==> config.mk <==
export PLATFORM = sky130hd
export DESIGN_NAME = pipe_stage_buffer_flat
export DESIGN_NICKNAME = d
export VERILOG_FILES = /design/src/rtl/pipe_stage_buffer_pkg.sv /design/src/rtl/pipe_stage_buffer_if.sv /design/src/rtl/pipe_stage_buffer_slot.sv /design/src/rtl/pipe_stage_buffer.sv /design/src/flat_wrapper.sv
export SDC_FILE = /design/constraint.sdc
export NUM_CORES = 1
export LEC_CHECK = 0
export CAP_MARGIN = 25
export CORE_ASPECT_RATIO = 1.75
export CORE_MARGIN = 10
export CORE_UTILIZATION = 46
export CTS_CLUSTER_SIZE = 12
export DETAILED_ROUTE_END_ITERATION = 8
export HOLD_SLACK_MARGIN = 0.08
export PLACE_DENSITY_LB_ADDON = 0.1
export SLEW_MARGIN = 20
export SYNTH_ARGS = -nofsm -noshare
export SYNTH_HDL_FRONTEND = slang
export SYNTH_SLANG_ARGS = --single-unit
==> constraint.sdc <==
create_clock -name clock -period 6.15 [get_ports clock]
set_input_delay 0.615 -clock clock [delete_from_list [all_inputs] [get_ports clock]]
set_output_delay 0.615 -clock clock [all_outputs]
set_load 0.01 [all_outputs]
==> src/rtl/pipe_stage_buffer_pkg.sv <==
// Shared definitions for the pipeline stage buffer.
//   OCC_W         : width of the occupancy count
//   occ_e         : occupancy encoding; the FSM state is the entry count
//   NOP_CTRL_FILL : fill bit used to build the default bubble control word
//   payload_w()   : packed width of one entry (control word + data words)
package pipe_pkg;

    localparam int OCC_W = 2;

    typedef enum logic [OCC_W-1:0] {
        OCC_EMPTY = 2'd0,
        OCC_FULL  = 2'd1,
        OCC_SKID  = 2'd2
    } occ_e;

    localparam logic NOP_CTRL_FILL = 1'b0;

    function automatic int payload_w(input int ctrl_w, input int data_w, input int n_data);
        return ctrl_w + (n_data * data_w);
    endfunction

endpackage

==> src/rtl/pipe_stage_buffer_if.sv <==
// Handshake bundle between the upstream producer, the stage buffer and the
// downstream consumer.
//   in_valid/in_ready/in_ctrl/in_data : upstream entry handshake
//   flush                             : kill held entries and this cycle's accept
//   out_valid/out_ready/out_ctrl/out_data : downstream entry handshake
//   occupancy                         : entries currently held (0..2)
// Modports: master = environment side (drives inputs of the stage),
//           slave  = the stage buffer itself.
interface pipe_stage_buffer_if
    import pipe_pkg::*;
#(
    parameter int CTRL_W = 12,
    parameter int DATA_W = 32,
    parameter int N_DATA = 3
);
    logic                       in_valid;
    logic                       in_ready;
    logic [CTRL_W-1:0]          in_ctrl;
    logic [N_DATA*DATA_W-1:0]   in_data;
    logic                       flush;
    logic                       out_valid;
    logic                       out_ready;
    logic [CTRL_W-1:0]          out_ctrl;
    logic [N_DATA*DATA_W-1:0]   out_data;
    logic [OCC_W-1:0]           occupancy;

    modport master (
        output in_valid, in_ctrl, in_data, flush, out_ready,
        input  in_ready, out_valid, out_ctrl, out_data, occupancy
    );

    modport slave (
        input  in_valid, in_ctrl, in_data, flush, out_ready,
        output in_ready, out_valid, out_ctrl, out_data, occupancy
    );

endinterface

==> src/rtl/pipe_stage_buffer_slot.sv <==
// One payload register of the stage buffer (control word + data words).
//   clock  : rising-edge clock
//   clr    : asynchronous active-high reset, clears the payload to zero
//   i_load : capture i_d on the next rising edge
//   i_d    : payload to capture
//   o_q    : held payload
module pipe_slot #(
    parameter int W = 8
) (
    input  logic         clock,
    input  logic         clr,
    input  logic         i_load,
    input  logic [W-1:0] i_d,
    output logic [W-1:0] o_q
);

    logic [W-1:0] r_q;

    // Payload storage: cleared by reset, otherwise loaded on demand.
    always_ff @(posedge clock or posedge clr) begin
        if (clr) begin
            r_q <= '0;
        end else if (i_load) begin
            r_q <= i_d;
        end
    end

    assign o_q = r_q;

endmodule

==> src/rtl/pipe_stage_buffer.sv <==
// Pipeline stage register with valid/ready handshake, optional skid entry,
// synchronous flush and a bubble (NOP) output mux. Latency is one cycle.
//   clock : rising-edge clock
//   clr   : asynchronous active-high reset
//   bus   : slave side of pipe_stage_buffer_if (in_*, flush, out_*, occupancy)
// Parameters: CTRL_W, DATA_W, N_DATA set the payload shape; NOP_CTRL is the
// control word shown while no entry is held; SKID selects a 2-entry buffer
// with registered in_ready (1) or a single entry with combinational in_ready (0).
module pipe_stage_buffer
    import pipe_pkg::*;
#(
    parameter int                CTRL_W   = 12,
    parameter int                DATA_W   = 32,
    parameter int                N_DATA   = 3,
    parameter logic [CTRL_W-1:0] NOP_CTRL = {CTRL_W{NOP_CTRL_FILL}},
    parameter bit                SKID     = 1'b1
) (
    input logic               clock,
    input logic               clr,
    pipe_stage_buffer_if.slave bus
);

    localparam int PW = payload_w(CTRL_W, DATA_W, N_DATA);
    localparam int DW = N_DATA * DATA_W;

    occ_e          r_occ;
    occ_e          w_occ_nxt;
    logic          w_in_ready;
    logic          w_out_valid;
    logic          w_accept;
    logic          w_emit;
    logic          w_load_main;
    logic          w_load_skid;
    logic          w_main_from_skid;
    logic [PW-1:0] w_in_payload;
    logic [PW-1:0] w_main_d;
    logic [PW-1:0] w_main_q;
    logic [PW-1:0] w_skid_q;

    assign w_in_payload = {bus.in_ctrl, bus.in_data};
    assign w_out_valid  = (r_occ != OCC_EMPTY);
    assign w_accept     = bus.in_valid & w_in_ready;
    assign w_emit       = w_out_valid & bus.out_ready;

    generate
        if (SKID) begin : g_skid
            logic r_in_ready;

            // in_ready is registered from the next occupancy so out_ready never
            // reaches in_ready combinationally.
            always_ff @(posedge clock or posedge clr) begin
                if (clr) begin
                    r_in_ready <= 1'b1;
                end else begin
                    r_in_ready <= (w_occ_nxt != OCC_SKID);
                end
            end

            assign w_in_ready = r_in_ready;

            pipe_slot #(.W(PW)) u_skid_slot (
                .clock  (clock),
                .clr    (clr),
                .i_load (w_load_skid),
                .i_d    (w_in_payload),
                .o_q    (w_skid_q)
            );
        end else begin : g_noskid
            // Single entry: accept when empty or when the held entry leaves now.
            assign w_in_ready = ~w_out_valid | bus.out_ready;
            assign w_skid_q   = '0;
        end
    endgenerate

    pipe_slot #(.W(PW)) u_main_slot (
        .clock  (clock),
        .clr    (clr),
        .i_load (w_load_main),
        .i_d    (w_main_d),
        .o_q    (w_main_q)
    );

    // Occupancy state register.
    always_ff @(posedge clock or posedge clr) begin
        if (clr) begin
            r_occ <= OCC_EMPTY;
        end else begin
            r_occ <= w_occ_nxt;
        end
    end

    // Next occupancy and slot load enables; flush overrides every transition
    // and suppresses loads so the data registers keep their last contents.
    always_comb begin
        w_occ_nxt        = r_occ;
        w_load_main      = 1'b0;
        w_load_skid      = 1'b0;
        w_main_from_skid = 1'b0;
        case (r_occ)
            OCC_EMPTY: begin
                if (w_accept) begin
                    w_occ_nxt   = OCC_FULL;
                    w_load_main = 1'b1;
                end else begin
                    w_occ_nxt = OCC_EMPTY;
                end
            end
            OCC_FULL: begin
                if (w_accept && w_emit) begin
                    w_occ_nxt   = OCC_FULL;
                    w_load_main = 1'b1;
                end else if (w_accept) begin
                    w_occ_nxt   = OCC_SKID;
                    w_load_skid = 1'b1;
                end else if (w_emit) begin
                    w_occ_nxt = OCC_EMPTY;
                end else begin
                    w_occ_nxt = OCC_FULL;
                end
            end
            OCC_SKID: begin
                if (w_emit) begin
                    w_occ_nxt        = OCC_FULL;
                    w_load_main      = 1'b1;
                    w_main_from_skid = 1'b1;
                end else begin
                    w_occ_nxt = OCC_SKID;
                end
            end
            default: begin
                w_occ_nxt = OCC_EMPTY;
            end
        endcase
        if (bus.flush) begin
            w_occ_nxt   = OCC_EMPTY;
            w_load_main = 1'b0;
            w_load_skid = 1'b0;
        end else begin
            w_occ_nxt = w_occ_nxt;
        end
    end

    // Main slot source: the skid entry moves forward when it is promoted.
    always_comb begin
        if (w_main_from_skid) begin
            w_main_d = w_skid_q;
        end else begin
            w_main_d = w_in_payload;
        end
    end

    // Outputs decoded from registered state; control is forced to NOP_CTRL
    // while empty so downstream may ignore out_valid.
    always_comb begin
        bus.in_ready  = w_in_ready;
        bus.out_valid = w_out_valid;
        bus.occupancy = r_occ;
        bus.out_data  = w_main_q[DW-1:0];
        if (w_out_valid) begin
            bus.out_ctrl = w_main_q[PW-1 -: CTRL_W];
        end else begin
            bus.out_ctrl = NOP_CTRL;
        end
    end

endmodule

==> src/flat_wrapper.sv <==
// flat-port wrapper written by rule: the top's interface ports become plain ports
module pipe_stage_buffer_flat import pipe_pkg::*;
#(
    parameter int                CTRL_W   = 12,
    parameter int                DATA_W   = 32,
    parameter int                N_DATA   = 3,
    parameter logic [CTRL_W-1:0] NOP_CTRL = {CTRL_W{NOP_CTRL_FILL}},
    parameter bit                SKID     = 1'b1
)
  (clock, clr, bus_in_valid, bus_in_ctrl, bus_in_data, bus_flush, bus_out_ready, bus_in_ready, bus_out_valid, bus_out_ctrl, bus_out_data, bus_occupancy);
  pipe_stage_buffer_if #(.CTRL_W(CTRL_W), .DATA_W(DATA_W), .N_DATA(N_DATA)) bus_i ();
  input logic clock;
  input logic clr;
  input wire logic [$bits(bus_i.in_valid)-1:0] bus_in_valid;
  input wire logic [$bits(bus_i.in_ctrl)-1:0] bus_in_ctrl;
  input wire logic [$bits(bus_i.in_data)-1:0] bus_in_data;
  input wire logic [$bits(bus_i.flush)-1:0] bus_flush;
  input wire logic [$bits(bus_i.out_ready)-1:0] bus_out_ready;
  output wire logic [$bits(bus_i.in_ready)-1:0] bus_in_ready;
  output wire logic [$bits(bus_i.out_valid)-1:0] bus_out_valid;
  output wire logic [$bits(bus_i.out_ctrl)-1:0] bus_out_ctrl;
  output wire logic [$bits(bus_i.out_data)-1:0] bus_out_data;
  output wire logic [$bits(bus_i.occupancy)-1:0] bus_occupancy;
  assign bus_i.in_valid = bus_in_valid;
  assign bus_i.in_ctrl = bus_in_ctrl;
  assign bus_i.in_data = bus_in_data;
  assign bus_i.flush = bus_flush;
  assign bus_i.out_ready = bus_out_ready;
  assign bus_in_ready = bus_i.in_ready;
  assign bus_out_valid = bus_i.out_valid;
  assign bus_out_ctrl = bus_i.out_ctrl;
  assign bus_out_data = bus_i.out_data;
  assign bus_occupancy = bus_i.occupancy;
  pipe_stage_buffer #(.CTRL_W(CTRL_W), .DATA_W(DATA_W), .N_DATA(N_DATA), .NOP_CTRL(NOP_CTRL), .SKID(SKID)) u_core (.clock(clock), .clr(clr), .bus(bus_i));
endmodule
* Word level (Yosys, flattened, before mapping) *
Cells that the tools add are included.

operators by class
  equality and inequality tests = 3
  mux-type cells = 18
  bitwise logic cells = 2
  reduce and logical (&&, ||, !) cells = 3

operators with widths
  cell                count
  $mux 108            1
  $mux 12             1
  $mux 1              10
  $mux 2              4
  $pmux 2 s3          1
  $pmux 1 s3          1
  $and 1x1->1         2
  $eq 2x1->1 const B  1
  $eq 2x2->1 const B  1
  $logic_not 2->1     1
  $ne 2x2->1 const B  1
  $reduce_bool 2->1   1
  $logic_and 1x1->1   1

word-level totals
  register bits = 219
  input bits = 113
  output and inout port bits = 112
  logic and storage cells = 30

* Logic depth before layout (Yosys ltp) *
Gate-level depths: netlist of the first run.

  depth after elaboration = 8
  depth in mapped cells = 9
  gate-level depth less buffers = 7

* By module *
From an unflattened synthesis of the first run, not the netlist that was laid out.

second synthesis, totals
  cells, all modules = 614
  area total of the unflattened synthesis = 9,780.6 um^2

by module, submodules not included
  module             instances  cells an instance  area each (um^2)  seq. area each (um^2)
  pipe_slot          2          229                4,082.7           2,702.6
  pipe_stage_buffer  1          156                1,615.3           76.3

* Least setup slack after synthesis of the first run *
OpenSTA, ideal clock, no wires.

  path kind = register to register
  start = reg u_core.r_occ[1] (netlist: u_core.bus.occupancy[1])
  end = reg u_core.g_skid.u_skid_slot.r_q[100] (netlist: u_core.g_skid.u_skid_slot.o_q[100])
  library setup time = 0.125 ns
  data arrival time = 2.026 ns
  slack = 3.999 ns
  stages on the path, launching flop included = 10
  path buffers = 2
  clock period less this slack = 2.151 ns
  cell sequence = dfrtp_1 > nor2_1 > nor2b_1 > inv_1 > ha_1 > nand3b_1 > nor2_2 > buf_2 > buf_4 > mux2_2

between the ends
  cells in the longest elaborated chain, start to end = 6
  elaborated cells on any way between the ends = 7
  those cells by class = eq/ne: 1; mux: 3; bitwise: 1; reduce/logical: 2

ends and longest elaborated chain
  element                   RTL line                      source
  start: declaration        pipe_stage_buffer.sv:26       occ_e r_occ;
  start signal: assignment  pipe_stage_buffer.sv:88       r_occ <= w_occ_nxt;
  $reduce_bool 2->1         pipe_stage_buffer.sv:41       assign w_out_valid = (r_occ != OCC_EMPTY);
  $and 1x1->1               pipe_stage_buffer.sv:43       assign w_emit = w_out_valid & bus.out_ready;
  $logic_and 1x1->1         pipe_stage_buffer.sv:109      if (w_accept && w_emit) begin
  $mux 1                    pipe_stage_buffer.sv:109
  $mux 1 (*)                pipe_stage_buffer.sv:99       case (r_occ)
  $mux 1 (*)                pipe_stage_buffer.sv:134      if (bus.flush) begin
  end signal: assignment    pipe_stage_buffer_slot.sv:24  r_q <= i_d;
  end: declaration          pipe_stage_buffer_slot.sv:17  logic [W-1:0] r_q;

Every way passes the cells marked *; elsewhere a longest branch is shown, timed or not.
A chain may end at the register's enable or synchronous reset.

* Worst setup path in the final report of the first run *
  start = reg u_core.r_occ[1] (netlist: u_core.bus.occupancy[1])
  end = reg u_core.g_skid.u_skid_slot.r_q[103] (netlist: u_core.g_skid.u_skid_slot.o_q[103])

Same word-level chain as after synthesis.

==> results, run 1 <==
- The power per standard cell area is 365.2 nW/um^2.
- The initial utilization of the core area, before any placement, comes to 0.4639.
- Dividing the final minimum period by the clock period gives 0.6309.
- The number of max-capacitance violations reported is 0.
- During placement, the flow inserted port buffers numbering 224.
- The run finished with clean final reports.
- The remaining global-route overflow is 0.
- The first global-routing pass estimated 37340 um of wire.
- STA classifies the critical path endpoint as a register.
- The routed layout has 5725 vias.
- Clock-pin slew was measured on the worst setup and hold paths at ~60 ps.
- The finished layout holds ~1100 standard cells, fillers aside.
- The area of the core is 22560 sq um.
- The total setup violations reported at the end of the flow is 0.
- The minimum period implied by the final worst setup slack is ~3900 ps.
- TritonCTS built the clock tree.
- The via count of the first global-routing pass is ~6600.
- For this block, the initial DRC count from the detailed router was around 180.
- The critical path in this run is classified as reg -> reg.
- Clock tree synthesis found a total of approximately 220 sinks.
- CTS built an H-tree with a depth of 1.
- Across the VDD grid, the largest voltage drop is between 0.2 and 0.25 mV.
- The number of antenna diodes in the final layout is 0.
- The netlist area before placement is 10470 sq um.
- The ratio of routed vias to standard cells is 5.031.
- The pre-antenna-repair detailed-routing pass consisted of 4 iterations.
- The largest buffer count on any clock path is 3.
- The count of fill cells added during filler insertion is about 1900.
- Setup repair after global routing left no endpoint under its margin.
- A synthesized cell averages 14.80 sq um.
- In this run the count of I/O pins placed on the die edge is about 230.
- In the routed design, unresolved DRC markers number 0.
- Static timing analysis puts the maximum clock frequency at around 260 MHz.
- The final layout contains routed wiring with a total length of roughly 23000 um.
- Leaving out fill and tap cells, the most frequent cells in the layout are 306 x sky130_fd_sc_hd__mux2_2, 224 x sky130_fd_sc_hd__clkdlybuf4s50_1, 218 x sky130_fd_sc_hd__dfrtp_1, 23 x sky130_fd_sc_hd__clkbuf_16, 18 x sky130_fd_sc_hd__mux2_4.
- The net count after synthesis is between 800 and 900.
- In this run the remaining antenna-violating nets after routing total 0.
- For this run, the register share of the synthesized area comes to 0.5237.
- Measured along the x axis, the die boundary spans between 100 and 150 um.
- The warning count from the yosys run is 0.
- The relative contribution of combinational cells to total power is 0.271.
- The synthesis-stage register bit count is between 200 and 250.
- Synthesis handed over a netlist of about 710 instances.
- The max-slew violation total from the final report is 0.
- The slack of the worst reg-to-reg path is 2270 ps.
- The initial antenna violation count is 0.
- The internal portion of the total power is between 0.003 and 0.004 W.
- The placed cell count is 1108.
- Counting the buffers created by CTS gives 22.
- The insertion delay of the later-clocked pin in the worst-skew pair is slightly below 500 ps.
- The synthesized netlist contains 24 unique library cells.
- The maximum fanout encountered on the critical timing path is between 60 and 70.
- The post-layout total power is 0.004671 W.
- The number of nets in the final layout is 948.
- The arrival time of the worst setup path is between 4000 and 5000 ps.
- Of the cells placed in the final design, the portion with a size suffix greater than 1 is 0.4356.
- The static leakage is 5.298 nW.
- The path class of the lowest-slack min-delay path is reg -> reg.
- The largest net degree at the start of global routing is ~150.
- Leaving out fill and tap cells, the most frequent cell in the layout is sky130_fd_sc_hd__mux2_2.
- After detailed routing, the average wire length per cell comes to ~21 um.
- The setup TNS is 0 ps.
- The net switching share of the total power is 0.2588.
- After clock tree synthesis, the setup repair step added 0 buffers.
- The last weighted congestion value of the routability-driven placer is approximately 0.76.
- Post-CTS repair changed the size of 0 cells.
- The cell row count is 73.
- The power dissipated by switching net loads is about 0.0012 W.
- The worst clock skew on the final layout is 10.21 ps.
- The area overhead of the layout relative to synthesis is 22.19%.
- Of the total power, registers draw 0.468.
- The floorplan step set the die height to ~220 um.
- The root cell of the clock tree is sky130_fd_sc_hd__clkbuf_16.
- The startpoint type of the worst setup path is a register.
- At the pin with the least slew margin, the transition time is ~910 ps.
- STA puts the critical path data required time at 6520 ps.
- The number of endpoints with negative hold slack in the final report came to 0.
- The max-slew headroom at the worst pin is 0.3881.
- Across every metal layer, demand over resource in global routing totals 0.1567.
- Of the total power, the clock network draws 0.261.
- The die covers 29420 sq um.
- The count of hold buffers inserted by post-cts repair is 0.
- Summed over all nets, the half-perimeter wirelength after detailed placement is around 17000 um.
==> final timing paths <==
check	depth (start not counted)	start	end
setup / recovery	9	u_core.bus.occupancy[1]	u_core.g_skid.u_skid_slot.o_q[103]
hold / removal	1	u_core.u_main_slot.o_q[101]	u_core.u_main_slot.o_q[101]
setup reg to reg	9	u_core.bus.occupancy[1]	u_core.g_skid.u_skid_slot.o_q[103]
hold reg to reg	1	u_core.u_main_slot.o_q[101]	u_core.u_main_slot.o_q[101]
max in group asynchronous	3	clr	u_core.u_main_slot.o_q[103]
min in group asynchronous	3	clr	u_core.u_main_slot.o_q[29]
==> critical path: stages (launching register included) <==
cell,delay [ps]
sky130_fd_sc_hd__dfrtp_1,470
sky130_fd_sc_hd__nor2_1,740
sky130_fd_sc_hd__nor2b_1,160
sky130_fd_sc_hd__inv_1,120
sky130_fd_sc_hd__ha_1,180
sky130_fd_sc_hd__nand3b_1,170
sky130_fd_sc_hd__nor2_4,120
sky130_fd_sc_hd__buf_4,490
sky130_fd_sc_hd__buf_4,770
sky130_fd_sc_hd__mux2_2,420
==> cells in the mapped netlist, drive strengths merged <==
master / n / area [sq um]
a21o: 1 / 7.510
buf: 130 / 1021
nor2b: 13 / 81.33
and2: 1 / 6.260
nand4bb: 1 / 11.26
mux2: 324 / 3716
a31oi: 1 / 21.27
clkbuf: 1 / 3.750
or3b: 1 / 8.760
nor2: 2 / 10.01
ha: 2 / 25.02
nand3: 1 / 5.000
nand2: 1 / 3.750
dfstp: 1 / 26.28
nand3b: 4 / 42.54
a21oi: 2 / 10.01
inv: 3 / 11.26
dfrtp: 218 / 5455
==> state kept, by name (all words and copies together), names as in the netlist <==
register                       cells
u_core.g_skid.u_skid_slot.o_q    108
u_core.u_main_slot.o_q           108
u_core.bus.occupancy               2
u_core.bus.in_ready                1
==> routing by layer <==
metal  wire length [um]  global-route usage
met4                338             0.04115
met2              12600              0.2856
met1               9079              0.1773
met3               1348             0.03967
met5                  0                   0
==> cell type report <==
class	count	area [sq um]	share of cell area
clock buffer	29	628.1	0.04911
inverter	3	15.01	0.001174
multi-input combinational	354	3954	0.3092
sequential	219	5482	0.4286
tap	300	375.4	0.02935
timing repair buffer	233	2335	0.1826
==> power by group through the flow <==
stage | Clock (W) | Combinational [W] | Sequential [W]
final | 0.00122 | 0.00127 | 0.00219
after global routing | 0.00132 | 0.00137 | 0.00225
after CTS | 0.00126 | 0.00130 | 0.00219
after detailed placement | 0 | 0.00129 | 0.00222
after global placement | 0 | 0.00125 | 0.00219
after floorplan | 0 | 0.000968 | 0.00211
==> logic make-up after synthesis <==
| logic type | count (synthesis) | share of synthesized area |
|---|---|---|
| buf+inv | 134 | 0.09898 |
| simple gates | 24 | 0.01614 |
| compound gates | 4 | 0.003706 |
| flops | 219 | 0.5237 |
| mux | 324 | 0.3551 |
| fa+ha+maj | 2 | 0.002391 |
==> per-stage QoR <==
step	hold WS [ps]	utilization	cell area, sq um	worst slack (ps)
after global placement	485.0	0.5381	12140	2467
after global routing	503.8	0.5669	12790	1942
after floorplan	472.6	-	10470	2682
final	495.7	0.5669	12790	2270
after CTS	500.5	0.5660	12770	2265
after detailed placement	487.6	0.5381	12140	2277
No activity file was read; power rests on OpenSTA's default activity.
==> run 2: changes to the inputs <==
clock period = 3.3 ns   (was 6.15 ns; I/O delays follow)
==> run 2 against run 1 <==
Compared with the run above:
- combinational power rose by 87%
- hold slack got worse by 370 ps
- non-clock buffer count rose by 4
- global-route usage rose by 0.25 points
- flip-flop and latch count did not move
- critical endpoint is now u_core.g_skid.u_skid_slot.o_q[18]
- via count rose by 1.3%
- clock power rose by 88%
- first-iteration DRC count fell by 1.1%
- sequential power rose by 86%
==> results, run 2 (synthesis gave the netlist of run 1 again) <==
- Outcome: completed (unchanged).
- The insertion delay of the later-clocked pin in the worst-skew pair is 500 ps (was 490 ps).
- The mean routed wirelength per cell is 20.52 um (was 20.53 um).
- The total track usage is 0.1592 (was 0.1567).
- The arrival time of the worst setup path was 3130 ps (was 4250 ps).
- The largest buffer count on any clock path is 3 (unchanged).
- The category of cells accounting for the largest share of critical-path delay was simple AND/OR/NAND/NOR gates (was buffers and inverters).
- The last weighted congestion value of the routability-driven placer is 0.7475 (was 0.7620).
- The CTS sink count is 219 (unchanged).
- The total number of vias is 5797 (was 5725).
- The quantity of gates resized following cts was 0 (unchanged).
- The setup slack at placement is 516.1 ps (was 2277 ps).
- The max-slew violation total from the final report was 0 (unchanged).
- The total CTS buffers is 22 (unchanged).
- The period utilization came to 0.8357 (was 0.6309).
- The clock tree from TritonCTS is built (unchanged).
- The power per standard cell area is 676.1 nW/um^2 (was 365.2 nW/um^2).
- The critical path class is reg -> reg (unchanged).
- The count of hold buffers inserted by post-cts repair was 0 (unchanged).
- The area of the core was 22560 sq um (unchanged).
- The quantity of I/O buffers inserted on ports was 224 (unchanged).
- The ratio of routed vias to standard cells came to 5.050 (was 5.031).
- The initial antenna violation count is 0 (unchanged).
- The setup TNS is 0 ps (unchanged).
- The setup slack after layout is 542.1 ps (was 2270 ps).
- The kind of end point of the critical path is a register (unchanged).
- The post-CTS setup buffer count is 0 (unchanged).
- The post-detailed-routing wire length is 23560 um (was 23370 um).
- The static leakage is 5.349 nW (was 5.298 nW).
- The most common cell after layout, fill and taps aside is sky130_fd_sc_hd__mux2_2 (unchanged).
- The remaining global-route overflow is 0 (unchanged).
- The startpoint type of the worst setup path is a register (unchanged).
- The area of the die is 29420 sq um (unchanged).
- The upper clock frequency limit was 362.6 MHz (was 257.7 MHz).
- The clock transition at the register clock pins on the worst setup and hold paths after CTS is 70 ps (was 60 ps).
- The measured slew at the worst slew-check pin is 874.0 ps (was 914.5 ps).
- The area overhead of the layout relative to synthesis is 23.55% (was 22.19%).
- The minimum period implied by the final worst setup slack is 2758 ps (was 3880 ps).
- The number of design-rule violations left by the first detailed-router iteration was 175 (was 177).
- The number of endpoints with negative hold slack in the final report came to 0 (unchanged).
- The iteration count of the initial detailed-routing pass is 4 (unchanged).
- The initial standard-cell utilization of the core is 0.4639 (unchanged).
- The path class of the lowest-slack min-delay path is in -> async (was reg -> reg).
- The number of nets in the final layout is 952 (was 948).
- Ordered list of cells on the worst path: nor2_1, nor2b_1, inv_1, ha_1, nand3b_1, nor2_4, buf_12, mux2_2 (was nor2_1, nor2b_1, inv_1, ha_1, nand3b_1, nor2_4, buf_4, buf_4, mux2_2).
- The delay of the slowest cell on the worst path is 720 ps (was 770 ps).
- The remaining design rule violation count is 0 (unchanged).
- The worst path required time was 3670 ps (was 6520 ps).
- The max-slew headroom at the worst pin is 0.4152 (was 0.3881).
- Setup repair after global routing missed its margin: no (unchanged).
- The worst clock skew on the final layout is 10.32 ps (was 10.21 ps).
- Top library cells by usage in the layout, fill and taps aside: 306 x sky130_fd_sc_hd__mux2_2, 224 x sky130_fd_sc_hd__clkdlybuf4s50_1, 218 x sky130_fd_sc_hd__dfrtp_1, 23 x sky130_fd_sc_hd__clkbuf_16, 18 x sky130_fd_sc_hd__mux2_4 (unchanged).
- The number of antenna repair diodes is 0 (unchanged).
- The die width is 134.0 um (unchanged).
- The via count of the first global-routing pass came to 6592 (was 6573).
- The root cell of the clock tree is sky130_fd_sc_hd__clkbuf_16 (unchanged).
- The share of post-route cells with drive strength above 1 is 0.4340 (was 0.4356).
- The slowest cell on the critical path was sky130_fd_sc_hd__nor2_1 (was sky130_fd_sc_hd__buf_4).
- The global-route wire length before repair came to 37720 um (was 37340 um).
- The count of fill cells added during filler insertion is 1868 (was 1906).
- The maximum fanout encountered on the critical timing path came to 56 (was 63).
- The chip height is 219.5 um (unchanged).
- The number of routed nets with antenna violations is 0 (unchanged).
- The largest net degree at the start of global routing is 82 (was 151).
- The total setup violations reported at the end of the flow is 0 (unchanged).
- The H-tree depth is 1 (unchanged).
- The cell row count is 73 (unchanged).
- The number of buffers and inverters on the critical path is 2 (was 3).
- The top-level I/O count is 225 (unchanged).
- The worst-case vdd ir drop is 0.4610 mV (was 0.2474 mV).
- The HPWL after detailed placement is 16390 um (was 16530 um).
- The number of max-capacitance violations reported is 0 (unchanged).
run 2: cell type report:
type                            instances  area (sq um)  area share
Clock buffer                           35         640.6     0.04954
Timing Repair Buffer                  237          2465      0.1906
Tap cell                              300         375.4     0.02903
Inverter                                3         15.01    0.001161
Sequential cell                       219          5482      0.4239
Multi-Input combinational cell        354          3954      0.3058
run 2: where the power goes:
| part | leakage [nW] | internal [W] | switching, W |
|---|---|---|---|
| Clock | 0.310 | 0.00132 | 0.000971 |
| Combinational | 2.42 | 0.00157 | 0.000817 |
| Sequential | 2.62 | 0.00359 | 0.000478 |
| Total | 5.35 | 0.00648 | 0.00227 |
run 2: per-layer routing:
metal / share of wire / GRT usage / up-vias / wire [um]
li1: - / - / 2631 / -
met1: 0.39 / 0.1809 / 2993 / 9285
met2: 0.53 / 0.2866 / 150 / 12390
met3: 0.063 / 0.04446 / 23 / 1479
met4: 0.017 / 0.04151 / 0 / 408
met5: 0 / 0 / - / 0
run 2: worst register-to-register path, cell delays in order (launching register included):
cell                       delay, ps
sky130_fd_sc_hd__dfrtp_1         480
sky130_fd_sc_hd__nor2_1          720
sky130_fd_sc_hd__nor2b_1         150
sky130_fd_sc_hd__inv_1           100
sky130_fd_sc_hd__ha_1            130
sky130_fd_sc_hd__nand3b_1        140
sky130_fd_sc_hd__nor2_4          180
sky130_fd_sc_hd__buf_12          320
sky130_fd_sc_hd__mux2_2          420
run 2: metrics by stage:
step,instances,utilization,total power (W),hold slack [ps],area [sq um]
2_1_floorplan,707,-,0.005745,393.1,10470
3_3_place_gp,1112,0.5439,0.006413,482.5,12270
3_5_place_dp,1112,0.5439,0.006550,488.9,12270
4_1_cts,1147,0.5723,0.008886,403.9,12910
5_1_grt,1148,0.5732,0.009254,133.9,12930
6_report,1148,0.5732,0.008742,127.0,12930
run 2: path summary, 6_finish.rpt:
kind                                            start                           endpoint  slack (ps)  cells past startpoint
setup / recovery              u_core.bus.occupancy[1]  u_core.g_skid.u_skid_slot.o_q[18]         540                      8
hold / removal                                    clr   u_core.g_skid.u_skid_slot.o_q[9]         130                      2
setup reg to reg              u_core.bus.occupancy[1]  u_core.g_skid.u_skid_slot.o_q[18]         540                      8
hold reg to reg            u_core.u_main_slot.o_q[96]         u_core.u_main_slot.o_q[96]         500                      1
max in group asynchronous                         clr         u_core.u_main_slot.o_q[53]        2340                      4
min in group clock                    bus_in_data[16]  u_core.g_skid.u_skid_slot.o_q[16]         470                      2
==> run 3: changes to the inputs <==
CORE_UTILIZATION = 51   (was 46)
clock period = 2.7 ns   (was 3.3 ns; I/O delays follow)
==> run 3 against run 2 <==
Compared with the run above:
- utilization increased by 6.2 points
- flip-flop and latch count unchanged
- global-route usage increased by 1.1 points
- non-clock buffer count increased by 3
- cell area decreased by 0.37%
- first-iteration DRC count decreased by 2.9%
- critical path depth decreased by 4
- die area decreased by 8.7%
- critical endpoint is now bus_out_ctrl[10]
- largest power group unchanged
==> results, run 3 (synthesis gave the netlist of run 1 again) <==
- The power dissipated by switching net loads is 0.002778 W (was 0.002266 W).
- The number of max-capacitance violations reported is 0 (unchanged).
- The HPWL after detailed placement was 16920 um (was 16390 um).
- Outcome: completed (unchanged).
- The cell area after layout was 12880 sq um (was 12930 sq um).
- The net switching share of the total power was 0.2589 (was 0.2592).
- The kind of end point of the critical path is a primary output (was register).
- The post-detailed-routing wire length is 23600 um (was 23560 um).
- The area of the die is 26880 sq um (was 29420 sq um).
- The remaining global-route overflow is 0 (unchanged).
- The placed cell count was 1064 (was 1112).
- The clock transition at the register clock pins on the worst setup and hold paths after CTS is 60 ps (was 70 ps).
- The quantity of gates resized following cts is 0 (unchanged).
- The number of nets in the final layout came to 955 (was 952).
- The reg-to-reg startpoint is u_core.bus.occupancy[1] (unchanged).
- The upper clock frequency limit is 424.7 MHz.
- The arrival time of the worst setup path came to 2080 ps (was 3130 ps).
- The fraction of power consumed by the clock network is 0.261 (was 0.262).
- The number of endpoints with negative hold slack in the final report is 0 (unchanged).
- The largest net degree at the start of global routing is 71 (was 82).
- The total CTS buffers is 22 (unchanged).
- The area overhead of the layout relative to synthesis was 23.10% (was 23.55%).
- The H-tree depth came to 1 (unchanged).
- The power per standard cell area is 832.8 nW/um^2 (was 676.1 nW/um^2).
- The end of the worst register-to-register path was u_core.u_main_slot.o_q[104] (was u_core.g_skid.u_skid_slot.o_q[18]).
- The post-CTS setup buffer count is 0 (unchanged).
- The relative contribution of combinational cells to total power is 0.274 (was 0.273).
- The last weighted congestion value of the routability-driven placer is 0.7488 (was 0.7475).
- The internal power contribution is 0.007951 W (was 0.006476 W).
- The largest buffer count on any clock path is 3 (unchanged).
- The area of the core came to 20290 sq um (was 22560 sq um).
- The share of post-route cells with drive strength above 1 is 0.4396 (was 0.4340).
- The total track usage is 0.1698 (was 0.1592).
- The initial antenna violation count is 3 (was 0).
- The chip height is 209.5 um (was 219.5 um).
- The via count of the first global-routing pass is 6640 (was 6592).
- The global-route wire length before repair is 36960 um (was 37720 um).
- Top library cells by usage in the layout, fill and taps aside: 306 x sky130_fd_sc_hd__mux2_2, 224 x sky130_fd_sc_hd__clkdlybuf4s50_1, 218 x sky130_fd_sc_hd__dfrtp_1, 23 x sky130_fd_sc_hd__clkbuf_16, 18 x sky130_fd_sc_hd__mux2_4 (unchanged).
- The clock period could shrink to about 2400 ps.
- The non-filler instance count after layout is 1094 (was 1148).
- The area of placed instances is 12250 sq um (was 12270 sq um).
- The total setup violations reported at the end of the flow is 0 (unchanged).
- The path class of the lowest-slack min-delay path is in -> async (unchanged).
- The max-slew violation total from the final report is 0 (unchanged).
- The most common cell after layout, fill and taps aside is sky130_fd_sc_hd__mux2_2 (unchanged).
- The cell row count came to 69 (was 73).
- The clock tree from TritonCTS is built (unchanged).
- The worst hold margin is 197.9 ps (was 127.0 ps).
- The maximum fanout encountered on the critical timing path was 13 (was 56).
- The worst path required time is 2430 ps (was 3670 ps).
- The max-slew headroom at the worst pin is 0.6445 (was 0.4152).
- The total number of vias is 5890 (was 5797).
- The number of routed nets with antenna violations is 0 (unchanged).
- The quantity of I/O buffers inserted on ports is 224 (unchanged).
- The measured slew at the worst slew-check pin is 532.1 ps (was 874.0 ps).
- Setup repair after global routing missed its margin: no (unchanged).
- The worst clock skew on the final layout is 9.313 ps (was 10.32 ps).
- The iteration count of the initial detailed-routing pass is 4 (unchanged).
- The worst-case vdd ir drop is 0.6387 mV (was 0.4610 mV).
- The startpoint type of the worst setup path is a register (unchanged).
- The CTS sink count came to 219 (unchanged).
- The count of hold buffers inserted by post-cts repair is 0 (unchanged).
- The setup slack at placement is 232.8 ps (was 516.1 ps).
- The power share of the sequential group came to 0.465 (was 0.466).
- The root cell of the clock tree is sky130_fd_sc_hd__clkbuf_16 (unchanged).
- The top-level I/O count is 225 (unchanged).
- The slack of the worst reg-to-reg path is 510 ps (was 540 ps).
- The period utilization is 0.8720.
- The die width was 128.3 um (was 134.0 um).
- The ratio of routed vias to standard cells is 5.384 (was 5.050).
- The setup slack after layout is 345.5 ps (was 542.1 ps).
- The critical path class is reg -> out (was reg -> reg).
- The remaining design rule violation count is 0 (unchanged).
- The worst-case reg-to-reg path depth was 7 (was 8).
- The insertion delay of the later-clocked pin in the worst-skew pair came to 500 ps (about the same).
- The number of design-rule violations left by the first detailed-router iteration is 170 (was 175).
- The static leakage was 5.359 nW (was 5.349 nW).
- The initial standard-cell utilization of the core came to 0.5159 (was 0.4639).
- The mean routed wirelength per cell is 21.57 um (was 20.52 um).
[run 3: worst max path at each step]
stage                                  to               startpoint  cells past startpoint  slack, ps
2_1_floorplan     u_core.bus.occupancy[0]                      clr                      1       -420
3_3_place_gp   u_core.u_main_slot.o_q[90]            bus_out_ready                      7        310
3_5_place_dp   u_core.u_main_slot.o_q[89]            bus_out_ready                      7        230
4_1_cts                   bus_out_ctrl[7]  u_core.bus.occupancy[1]                      4        320
5_1_grt                   bus_out_ctrl[7]  u_core.bus.occupancy[1]                      4        230
6_report                 bus_out_ctrl[10]  u_core.bus.occupancy[1]                      4        350
[run 3: final cells by class]
class	instances	area, sq um
diodes	2	5.005
clock buffers	27	600.6
clock inverters	1	30.03
fillers	1528	7405
inverters	3	15.01
multi-input cells	354	3954
flip-flops and latches	219	5482
well taps	248	310.3
repair buffers	240	2487
[run 3: stage by stage]
step | TNS [ps] | utilization | total power [W]
2_1_floorplan | -92270 | - | 0.007022
3_3_place_gp | 0 | 0.6037 | 0.007832
3_5_place_dp | 0 | 0.6037 | 0.008042
4_1_cts | 0 | 0.6348 | 0.01090
5_1_grt | 0 | 0.6350 | 0.01128
6_report | 0 | 0.6350 | 0.01073
[run 3: power groups by stage]
stage	Combinational, W	Sequential (W)	Clock [W]
2_1_floorplan	0.00221	0.00482	0
3_3_place_gp	0.00288	0.00495	0
3_5_place_dp	0.00300	0.00504	0
4_1_cts	0.00301	0.00500	0.00290
5_1_grt	0.00314	0.00513	0.00301
6_report	0.00294	0.00499	0.00280
[run 3: critical path, stage by stage, from the launching register on]
cell	delay, ps
sky130_fd_sc_hd__dfrtp_1	490
sky130_fd_sc_hd__nor2_1	110
sky130_fd_sc_hd__buf_4	190
sky130_fd_sc_hd__nor2b_1	210
sky130_fd_sc_hd__clkdlybuf4s50_1	590
[run 3: routing by layer]
layer	GRT usage	vias up	wire [um]
met1	0.1958	3045	8895
met3	0.04391	41	1674
li1	-	2637	-
met4	0.05612	2	542
met2	0.2956	165	12480
met5	0	-	8
